**src/rtl/musa_trace_buffer_if.sv**
```systemverilog
// Probe capture and readout handshake bundle for musa_trace_buffer.
// The master side feeds samples and requests reads; the buffer is the slave.
interface musa_trace_buffer_if #(
    parameter int PROBE_WIDTH = 32
);
    logic                   probe_valid;
    logic [PROBE_WIDTH-1:0] probe_data;
    logic                   rd_en;
    logic [PROBE_WIDTH-1:0] rd_data;
    logic                   rd_valid;

    modport master (
        output probe_valid, probe_data, rd_en,
        input  rd_data, rd_valid
    );

    modport slave (
        input  probe_valid, probe_data, rd_en,
        output rd_data, rd_valid
    );
endinterface

```
**src/rtl/musa_trace_buffer.sv**
```systemverilog
// Circular trace capture for MUSA probe signals: trigger/post-window or one-shot fill,
// followed by an oldest-first drain with one-cycle read latency.
module musa_trace_buffer #(
    parameter int  PROBE_WIDTH = 32,
    parameter int  DEPTH       = 64,
    localparam int AW          = $clog2(DEPTH)
) (
    input  logic                   clk,
    input  logic                   rst,
    musa_trace_buffer_if.slave     bus,
    input  logic                   arm,
    input  logic                   mode,
    input  logic [PROBE_WIDTH-1:0] trig_value,
    input  logic [PROBE_WIDTH-1:0] trig_mask,
    input  logic                   ext_trig,
    input  logic [AW-1:0]          post_count,
    output logic [1:0]             state,
    output logic [AW:0]            count,
    output logic [AW-1:0]          trig_index,
    output logic                   triggered
);
    typedef enum logic [1:0] {
        S_IDLE  = 2'b00,
        S_ARMED = 2'b01,
        S_POST  = 2'b10,
        S_DONE  = 2'b11
    } state_t;

    localparam logic [AW:0] FULL_COUNT = (AW+1)'(DEPTH);
    localparam logic [AW:0] LAST_COUNT = (AW+1)'(DEPTH - 1);

    state_t                 state_reg, state_next;
    logic [PROBE_WIDTH-1:0] mem [DEPTH];
    logic [AW-1:0]          wr_ptr_reg;
    logic [AW:0]            count_reg;
    logic [AW-1:0]          post_cnt_reg;
    logic [AW-1:0]          post_written_reg;
    logic [AW-1:0]          post_count_reg;
    logic                   mode_reg;
    logic                   triggered_reg;
    logic [AW-1:0]          trig_index_reg;
    logic [PROBE_WIDTH-1:0] rd_data_reg;
    logic                   rd_valid_reg;

    logic                   do_write, do_read, do_arm, enter_done, trig_hit, mask_match;
    logic [AW:0]            count_inc;
    logic [AW-1:0]          post_written_inc;
    logic [AW-1:0]          rd_addr;
    logic [PROBE_WIDTH-1:0] bit_match;

    // Per-bit masked compare; an all-zero mask disables the value match entirely.
    genvar gi;
    generate
        for (gi = 0; gi < PROBE_WIDTH; gi++) begin : g_match
            assign bit_match[gi] = !trig_mask[gi] || (bus.probe_data[gi] == trig_value[gi]);
        end
    endgenerate

    assign mask_match = (|trig_mask) && (&bit_match);
    assign trig_hit   = bus.probe_valid && (ext_trig || mask_match);

    assign count_inc        = (count_reg == FULL_COUNT) ? count_reg : count_reg + 1'b1;
    assign post_written_inc = post_written_reg + AW'(state_reg == S_POST);
    assign rd_addr          = wr_ptr_reg - count_reg[AW-1:0];

    always_ff @(posedge clk) begin
        if (rst) state_reg <= S_IDLE;
        else     state_reg <= state_next;
    end

    always_comb begin
        state_next = state_reg;
        case (state_reg)
            S_IDLE:  if (arm) state_next = S_ARMED;
            S_ARMED: begin
                if (bus.probe_valid) begin
                    if (mode_reg) begin
                        if (count_reg == LAST_COUNT) state_next = S_DONE;
                    end else if (trig_hit) begin
                        state_next = (post_count_reg == '0) ? S_DONE : S_POST;
                    end
                end
            end
            S_POST:  if (bus.probe_valid && post_cnt_reg == AW'(1)) state_next = S_DONE;
            S_DONE: begin
                if (arm) state_next = S_ARMED;
                else if (bus.rd_en && count_reg == (AW+1)'(1)) state_next = S_IDLE;
            end
            default: state_next = S_IDLE;
        endcase
    end

    // Arm wins over a same-cycle read in DONE, so that read is dropped.
    always_comb begin
        do_write   = bus.probe_valid && (state_reg == S_ARMED || state_reg == S_POST);
        do_arm     = arm && (state_reg == S_IDLE || state_reg == S_DONE);
        do_read    = (state_reg == S_DONE) && bus.rd_en && !arm && (count_reg != '0);
        enter_done = (state_next == S_DONE) && (state_reg != S_DONE);
    end

    always_ff @(posedge clk) begin
        if (rst) begin
            wr_ptr_reg       <= '0;
            count_reg        <= '0;
            post_cnt_reg     <= '0;
            post_written_reg <= '0;
            post_count_reg   <= '0;
            mode_reg         <= 1'b0;
            triggered_reg    <= 1'b0;
            trig_index_reg   <= '0;
            rd_valid_reg     <= 1'b0;
        end else begin
            rd_valid_reg <= do_read;
            if (do_arm) begin
                wr_ptr_reg       <= '0;
                count_reg        <= '0;
                post_cnt_reg     <= '0;
                post_written_reg <= '0;
                triggered_reg    <= 1'b0;
                trig_index_reg   <= '0;
                mode_reg         <= mode;
                post_count_reg   <= post_count;
            end else begin
                if (do_write) begin
                    wr_ptr_reg <= wr_ptr_reg + 1'b1;
                    count_reg  <= count_inc;
                    if (state_reg == S_POST) begin
                        post_cnt_reg     <= post_cnt_reg - 1'b1;
                        post_written_reg <= post_written_inc;
                    end
                end
                if (state_reg == S_ARMED && !mode_reg && trig_hit) begin
                    triggered_reg <= 1'b1;
                    post_cnt_reg  <= post_count_reg;
                end
                // Offset of the trigger sample from the oldest entry still stored.
                if (enter_done)
                    trig_index_reg <= mode_reg ? '0 : count_inc[AW-1:0] - AW'(1) - post_written_inc;
                if (do_read)
                    count_reg <= count_reg - 1'b1;
            end
        end
    end

    always_ff @(posedge clk) begin
        if (do_write && !rst) mem[wr_ptr_reg] <= bus.probe_data;
        if (rst)          rd_data_reg <= '0;
        else if (do_read) rd_data_reg <= mem[rd_addr];
    end

    assign bus.rd_data  = rd_data_reg;
    assign bus.rd_valid = rd_valid_reg;
    assign state        = state_reg;
    assign count        = count_reg;
    assign trig_index   = trig_index_reg;
    assign triggered    = triggered_reg;
endmodule
```
**src/flat_wrapper.sv**
```systemverilog
// flat-port wrapper written by rule: the top's interface ports become plain ports
module musa_trace_buffer_flat 
#(
    parameter int  PROBE_WIDTH = 32,
    parameter int  DEPTH       = 64,
    localparam int AW          = $clog2(DEPTH)
)
  (clk, rst, arm, mode, trig_value, trig_mask, ext_trig, post_count, state, count, trig_index, triggered, bus_probe_valid, bus_probe_data, bus_rd_en, bus_rd_data, bus_rd_valid);
  musa_trace_buffer_if #(.PROBE_WIDTH(PROBE_WIDTH)) bus_i ();
  input  logic clk;
  input  logic rst;
  input  logic arm;
  input  logic mode;
  input  logic [PROBE_WIDTH-1:0] trig_value;
  input  logic [PROBE_WIDTH-1:0] trig_mask;
  input  logic ext_trig;
  input  logic [AW-1:0] post_count;
  output logic [1:0] state;
  output logic [AW:0] count;
  output logic [AW-1:0] trig_index;
  output logic triggered;
  input wire logic [$bits(bus_i.probe_valid)-1:0] bus_probe_valid;
  input wire logic [$bits(bus_i.probe_data)-1:0] bus_probe_data;
  input wire logic [$bits(bus_i.rd_en)-1:0] bus_rd_en;
  output wire logic [$bits(bus_i.rd_data)-1:0] bus_rd_data;
  output wire logic [$bits(bus_i.rd_valid)-1:0] bus_rd_valid;
  assign bus_i.probe_valid = bus_probe_valid;
  assign bus_i.probe_data = bus_probe_data;
  assign bus_i.rd_en = bus_rd_en;
  assign bus_rd_data = bus_i.rd_data;
  assign bus_rd_valid = bus_i.rd_valid;
  musa_trace_buffer #(.PROBE_WIDTH(PROBE_WIDTH), .DEPTH(DEPTH)) u_core (.clk(clk), .rst(rst), .bus(bus_i), .arm(arm), .mode(mode), .trig_value(trig_value), .trig_mask(trig_mask), .ext_trig(ext_trig), .post_count(post_count), .state(state), .count(count), .trig_index(trig_index), .triggered(triggered));
endmodule
```
**config.mk**
```make
export PLATFORM = sky130hd
export DESIGN_NAME = musa_trace_buffer_flat
export DESIGN_NICKNAME = d
export VERILOG_FILES = /design/src/rtl/musa_trace_buffer_if.sv /design/src/rtl/musa_trace_buffer.sv /design/src/flat_wrapper.sv
export SDC_FILE = /design/constraint.sdc
export NUM_CORES = 2
export LEC_CHECK = 0
export ABC_AREA = 1
export ABC_CLOCK_PERIOD_IN_PS = 9100
export CORE_UTILIZATION = 55
export CTS_CLUSTER_SIZE = 24
export DETAILED_ROUTE_END_ITERATION = 8
export MAX_ROUTING_LAYER = met4
export PLACE_DENSITY = 0.72
export SLEW_MARGIN = 40
export SYNTH_ARGS = -nofsm -noshare
export SYNTH_HDL_FRONTEND = slang
export SYNTH_SLANG_ARGS = --single-unit
export TNS_END_PERCENT = 5
```
**constraint.sdc**
```tcl
create_clock -name clk -period 9.1 [get_ports clk]
set_input_delay 1.82 -clock clk [delete_from_list [all_inputs] [get_ports clk]]
set_output_delay 1.82 -clock clk [all_outputs]
set_load 0.02 [all_outputs]
```
# ---- Word-level counts from Yosys, hierarchy flattened
# Memory sizes are Yosys's and may differ from the RTL's. A register that Yosys moved wholly into a read port is not among the register bits.
# Cells that the tools add are included.
dict set report op_classes {
  muxes 19
  eq_ne 42
  add_sub_neg 8
  reduce_logical 95
}
# operator n
set ops {}
lappend ops {{zero test 1 bit} 35}
lappend ops {{logical OR 1 bit} 35}
lappend ops {{equality test 1 bit} 32}
lappend ops {{AND reduction 32 bit} 1}
lappend ops {{OR reduction 32 bit} 1}
lappend ops {{two-way mux 6 bit} 4}
lappend ops {{two-way mux 7 bit} 3}
lappend ops {{two-way mux 2 bit} 8}
lappend ops {{logical AND 1 bit} 13}
lappend ops {{subtractor 6 x 1 -> 6 bit, second input constant} 2}
lappend ops {{subtractor 6 bit} 2}
lappend ops {{one-hot mux 2 bit (4 select lines)} 1}
lappend ops {{adder 7 x 1 -> 7 bit, second input constant} 1}
lappend ops {{equality test 7 x 1 -> 1 bit, second input constant} 1}
lappend ops {{equality test 7 x 6 -> 1 bit, second input constant} 1}
lappend ops {{equality test 7 bit, second input constant} 1}
lappend ops {{nonzero test 7 bit} 1}
lappend ops {{subtractor 7 x 1 -> 7 bit, second input constant} 1}
lappend ops {{adder 6 x 1 -> 6 bit} 1}
lappend ops {{adder 6 x 1 -> 6 bit, second input constant} 1}
lappend ops {{equality test 2 bit, second input constant} 3}
lappend ops {{equality test 6 x 1 -> 1 bit, second input constant} 1}
lappend ops {{zero test 6 bit} 1}
lappend ops {{AND reduction 2 bit} 3}
lappend ops {{other kinds (7)} 11}
dict set report totals {
  out_inout_bits 49
  wordCells 176
  ff_bits 42
  mem_bits_rw 2048
  n_memories 1
}
# name depth word_bits rd rd_ports_with_merged_regs write_ports line
set memory_table {}
lappend memory_table {u_core.mem 64 32 1 1 1 musa_trace_buffer.sv:33} ;# logic [PROBE_WIDTH-1:0] mem [DEPTH];

# ---- Logic depth before layout (Yosys ltp)
dict set report logic_depth {
  depth_word 12
  ltp_mapped 21
  mapped_depth_nobuf 21
}

# ---- Least setup slack after synthesis
# Ideal clock, no wire load.
dict set report synth_timing {
  path_type {input -> register}
  start {in bus_probe_valid}
  end {mem u_core.mem[0][0] (enable)}
  n_path_buf 1
  arrival_time_ps 3987
  setup_slack_ps 4692
  setup_ps 421
  path_stages 5
  path_cell_list {nand2_1 clkbuf_1 nor2_1 nand4_1 nor2_1}
}
dict set report synth_between {
  elab_chain_cells 4
}
# element line
set synth_rtl {}
lappend synth_rtl {{from (decl)} flat_wrapper.sv:22} ;# input wire logic [$bits(bus_i.probe_valid)-1:0] bus_probe_valid;
lappend synth_rtl {{logical AND 1 bit} musa_trace_buffer.sv:95} ;# do_write = bus.probe_valid && (state_reg == S_ARMED || state_reg == S_POST);
lappend synth_rtl {{logical AND 1 bit} musa_trace_buffer.sv:146} ;# if (do_write && !rst) mem[wr_ptr_reg] <= bus.probe_data;
lappend synth_rtl {{two-way mux 1 bit} musa_trace_buffer.sv:146}
lappend synth_rtl {{two-way mux 1 bit (implied by the code)} musa_trace_buffer.sv:146}
lappend synth_rtl {{to (decl)} musa_trace_buffer.sv:33}
# Every way passes these cells.

# ---- Final worst setup path
dict set report layout_timing {
  start {reg u_core.wr_ptr_reg[0]}
  end {reg u_core.rd_data_reg[20], in the netlist u_core.bus.rd_data[20], read port of u_core.mem}
}
dict set report layout_between {
  elab_chain_cells 1
}
# element line
set layout_rtl {}
lappend layout_rtl {{from (decl)} musa_trace_buffer.sv:34} ;# logic [AW-1:0] wr_ptr_reg;
lappend layout_rtl {{from (signal assigned)} musa_trace_buffer.sv:125} ;# wr_ptr_reg <= wr_ptr_reg + 1'b1;
lappend layout_rtl {{subtractor 6 bit} musa_trace_buffer.sv:64} ;# assign rd_addr = wr_ptr_reg - count_reg[AW-1:0];
lappend layout_rtl {{to (decl)} musa_trace_buffer.sv:42} ;# logic [PROBE_WIDTH-1:0] rd_data_reg;
# Every way passes these cells.
# A chain may end at the register's enable or synchronous reset.

==> run metrics <==
outcome completed; post-cts resize count 0; total wire length approximately 240 mm; ANT nets after route 0; WP data arrival roughly 5.7 ns; Ports 158; actual slew at the worst max-slew pin roughly 0.9 ns; crit end category flip-flop; Int Pwr about 19 mW; Max rail drop VDD a little under 0.0006 V; Synth Warn # 0; Period minus WS final 4.91 ns; Synth area leaders edfxtp_1 (71%), nor2_1 (7.3%), o32ai_1 (5.2%); P_leak roughly 33 nW; CP cell instances inv_1 -> ha_4 -> inv_16 -> buf_16 -> buf_6 -> buf_4 -> nor2_1 -> o32ai_1 -> inv_1 -> o21ai_1 -> a21oi_1 -> nand2_1 -> nand3_1 -> nand3_1 -> o211ai_1 -> inv_1; Comb power frac about 44%; worst slack, placed between 4 and 5 ns; startpoint type of the worst setup path flip-flop; Sw Ratio a little over two fifths; hold buffer count at cts 0; Synth top area share between 70% and 80%; nets 7,238; Die Ht approximately 400 um; clk_lat worst skew 0.85 ns; first-pass GRT wire length 344 mm; Initial Util ~55%; DIE AREA roughly 160,000 sq um; CTS tree done; CTS Buffer Depth 3; Largest register FFs around 2,000; Routed WL per cell 25.2 um; Post-CTS Setup Bufs 0; total of max-cap violations 0; Filler Cell Count 11,589; total global-route track usage 30.3%; fin crit share 53.9%; Syn-to-layout area delta 12.2%; CP Max Fanout 110; Layout Skew 0.0559 ns; final core area utilization between 60% and 70%; Mapped Cells roughly 7,000; Synth Register Bits 2,122; Async SR Flop Fraction 0%; number of DRC markers in iteration 0 7,934; Reg area approximately 63,000 sq um; CP Class flip-flop to flip-flop; CORE AREA 156,000 sq um; Max Clk Rate roughly 200 MHz; most common cell after layout, fill and taps aside edfxtp_1; most frequent cells in the layout edfxtp_1 (2,048), nor2_1 (1,613), nand2_1 (632); Hold Crit Start u_core.post_count_reg[4]; setup tns final 0 ns; routability congestion estimate about 0.93; initial antenna violation count 8; HP Class flip-flop to flip-flop; critical path's largest stage delay roughly 0.66 ns; reg2reg start u_core.wr_ptr_reg[0]; DIE WIDTH about 400 um; number of global-route vias before repair approximately 54,000; CTS H-tree depth 4; largest net degree at the start of global routing roughly 210; clock root buffer clkbuf_16; final hold violation count 0; Slew Limit Headroom roughly two fifths; post-synthesis sequential area ratio just over 70%; Worst-path clk slew roughly 0.060 ns; cell area after synthesis just under 90,000 sq um; Top FF cell, synth edfxtp_1; site row count between 100 and 150; syn_nets between 7,000 and 8,000; Seq pwr share 32.4%; Worst Setup SP u_core.wr_ptr_reg[0]; Num CTS Buffers between 200 and 250; CP Data Required Time between 9 and 10 ns; Post-synth EDFFs 2,048; Vias 57,361; RSZ-0062 raised after global routing no; fin cells ~9,300; Netlist cell types 42; drt pass-1 iters 7; clock sinks 2,122; CP max-delay cell buf_4; residual DRC count 0; Setup violations, final 0; net switching power approximately 14 mW; setup slack after layout 4.19 ns; drt via density 6.15; grt ovf 0; fin. max-slew vios 0; Clock Power Share approximately a quarter; pwr dens approximately 340 nW/um^2; PortBufs ~160; Placed Cells 8,950; DP HPWL 128 mm; footprint of the multi-input gates 20,600 sq um; Avg Cell Area, Syn about 12 sq um; share of cells above drive strength 1 roughly 8.2%; CP dominant cell by count inv_1; Synth area leader edfxtp_1
## power by group through the flow
stage	Clock (mW)	Combinational, mW	Sequential [mW]
after floorplan	0	9.49	11.1
after global placement	0	13.8	11.0
after detailed placement	0	14.1	11.0
after CTS	8.09	14.2	10.8
after global routing	8.47	15.6	10.8
final	8.05	14.5	10.8
## synth_stat cells (4+ instances only)
library cell  instances
nand3_1             248
o32ai_1             512
a21oi_1              58
ha_1                 22
dfxtp_1              74
nand4_1              18
mux2_2               32
nand2_1             633
nor3_1                7
buf_2               144
o21ai_0             561
inv_1               390
o21ai_1             204
xor2_1               20
buf_4                37
or2_2                 5
buf_6                23
clkbuf_1            238
edfxtp_1           2048
a31oi_1               4
nor2_1             1678
o211ai_1             36
buf_1                17
## worst max-delay path: cells and delay by family, from the launching register on
| family | cells | cell delay, ns |
|---|---|---|
| DFF | 1 | 0.42 |
| buffers and inverters | 7 | 2.30 |
| AOI/OAI and AO/OA | 4 | 0.62 |
| adders and majority gates | 1 | 0.46 |
| and+or+nand+nor | 4 | 0.84 |
## cells by family (layout without fill, tap and decap cells)
| family | Yosys count | count (layout) | share of synthesized area (%) |
|---|---|---|---|
| mux | 32 | 32 | 0.416 |
| compound gates | 1383 | 1383 | 10.3 |
| xor+xnor | 21 | 21 | 0.221 |
| other cells | 0 | 1 | 0 |
| fa+ha+maj | 24 | 24 | 0.364 |
| simple gates | 2597 | 2597 | 11.7 |
| flops | 2122 | 2122 | 72.6 |
| buf+inv | 856 | 1096 | 4.30 |
## final timing paths
kind / cells past startpoint / to / slack [ns]
min reg2reg: 2 / u_core.post_count_reg[4] / 0.48
max: 16 / u_core.bus.rd_data[20] / 4.19
min: 2 / u_core.post_count_reg[4] / 0.48
max reg2reg: 16 / u_core.bus.rd_data[20] / 4.19
## through the flow
step / cell area [sq um] / power (mW) / hold slack [ns]
after CTS: 97000 / 33.1 / 0.479
final: 97300 / 33.4 / 0.479
after global routing: 97300 / 34.9 / 0.521
after global placement: 90200 / 24.8 / 0.466
after floorplan: 86700 / 20.5 / 0.437
after detailed placement: 90700 / 25.1 / 0.469
## metal layers
layer  part of all wire [%]  wire length [um]  vias up  track usage, %
li1                       -                 -    25539               -
met1                     38             89600    28081            39.7
met2                     45            106000     3237            44.4
met3                     11             25900      504            6.40
met4                    6.1             14300        0            16.4
met5                      0                 0        -               -
## layout make-up
type / instances / share of cell area (%)
Antenna cell: 1 / 0.00257
Clock buffer: 274 / 5.61
Clock inverter: 100 / 0.862
Inverter: 395 / 1.54
Multi-Input combinational cell: 4057 / 21.2
Sequential cell: 2122 / 64.8
Tap cell: 2058 / 2.65
Timing Repair Buffer: 327 / 3.42
Power figures use the tool's default switching activity.
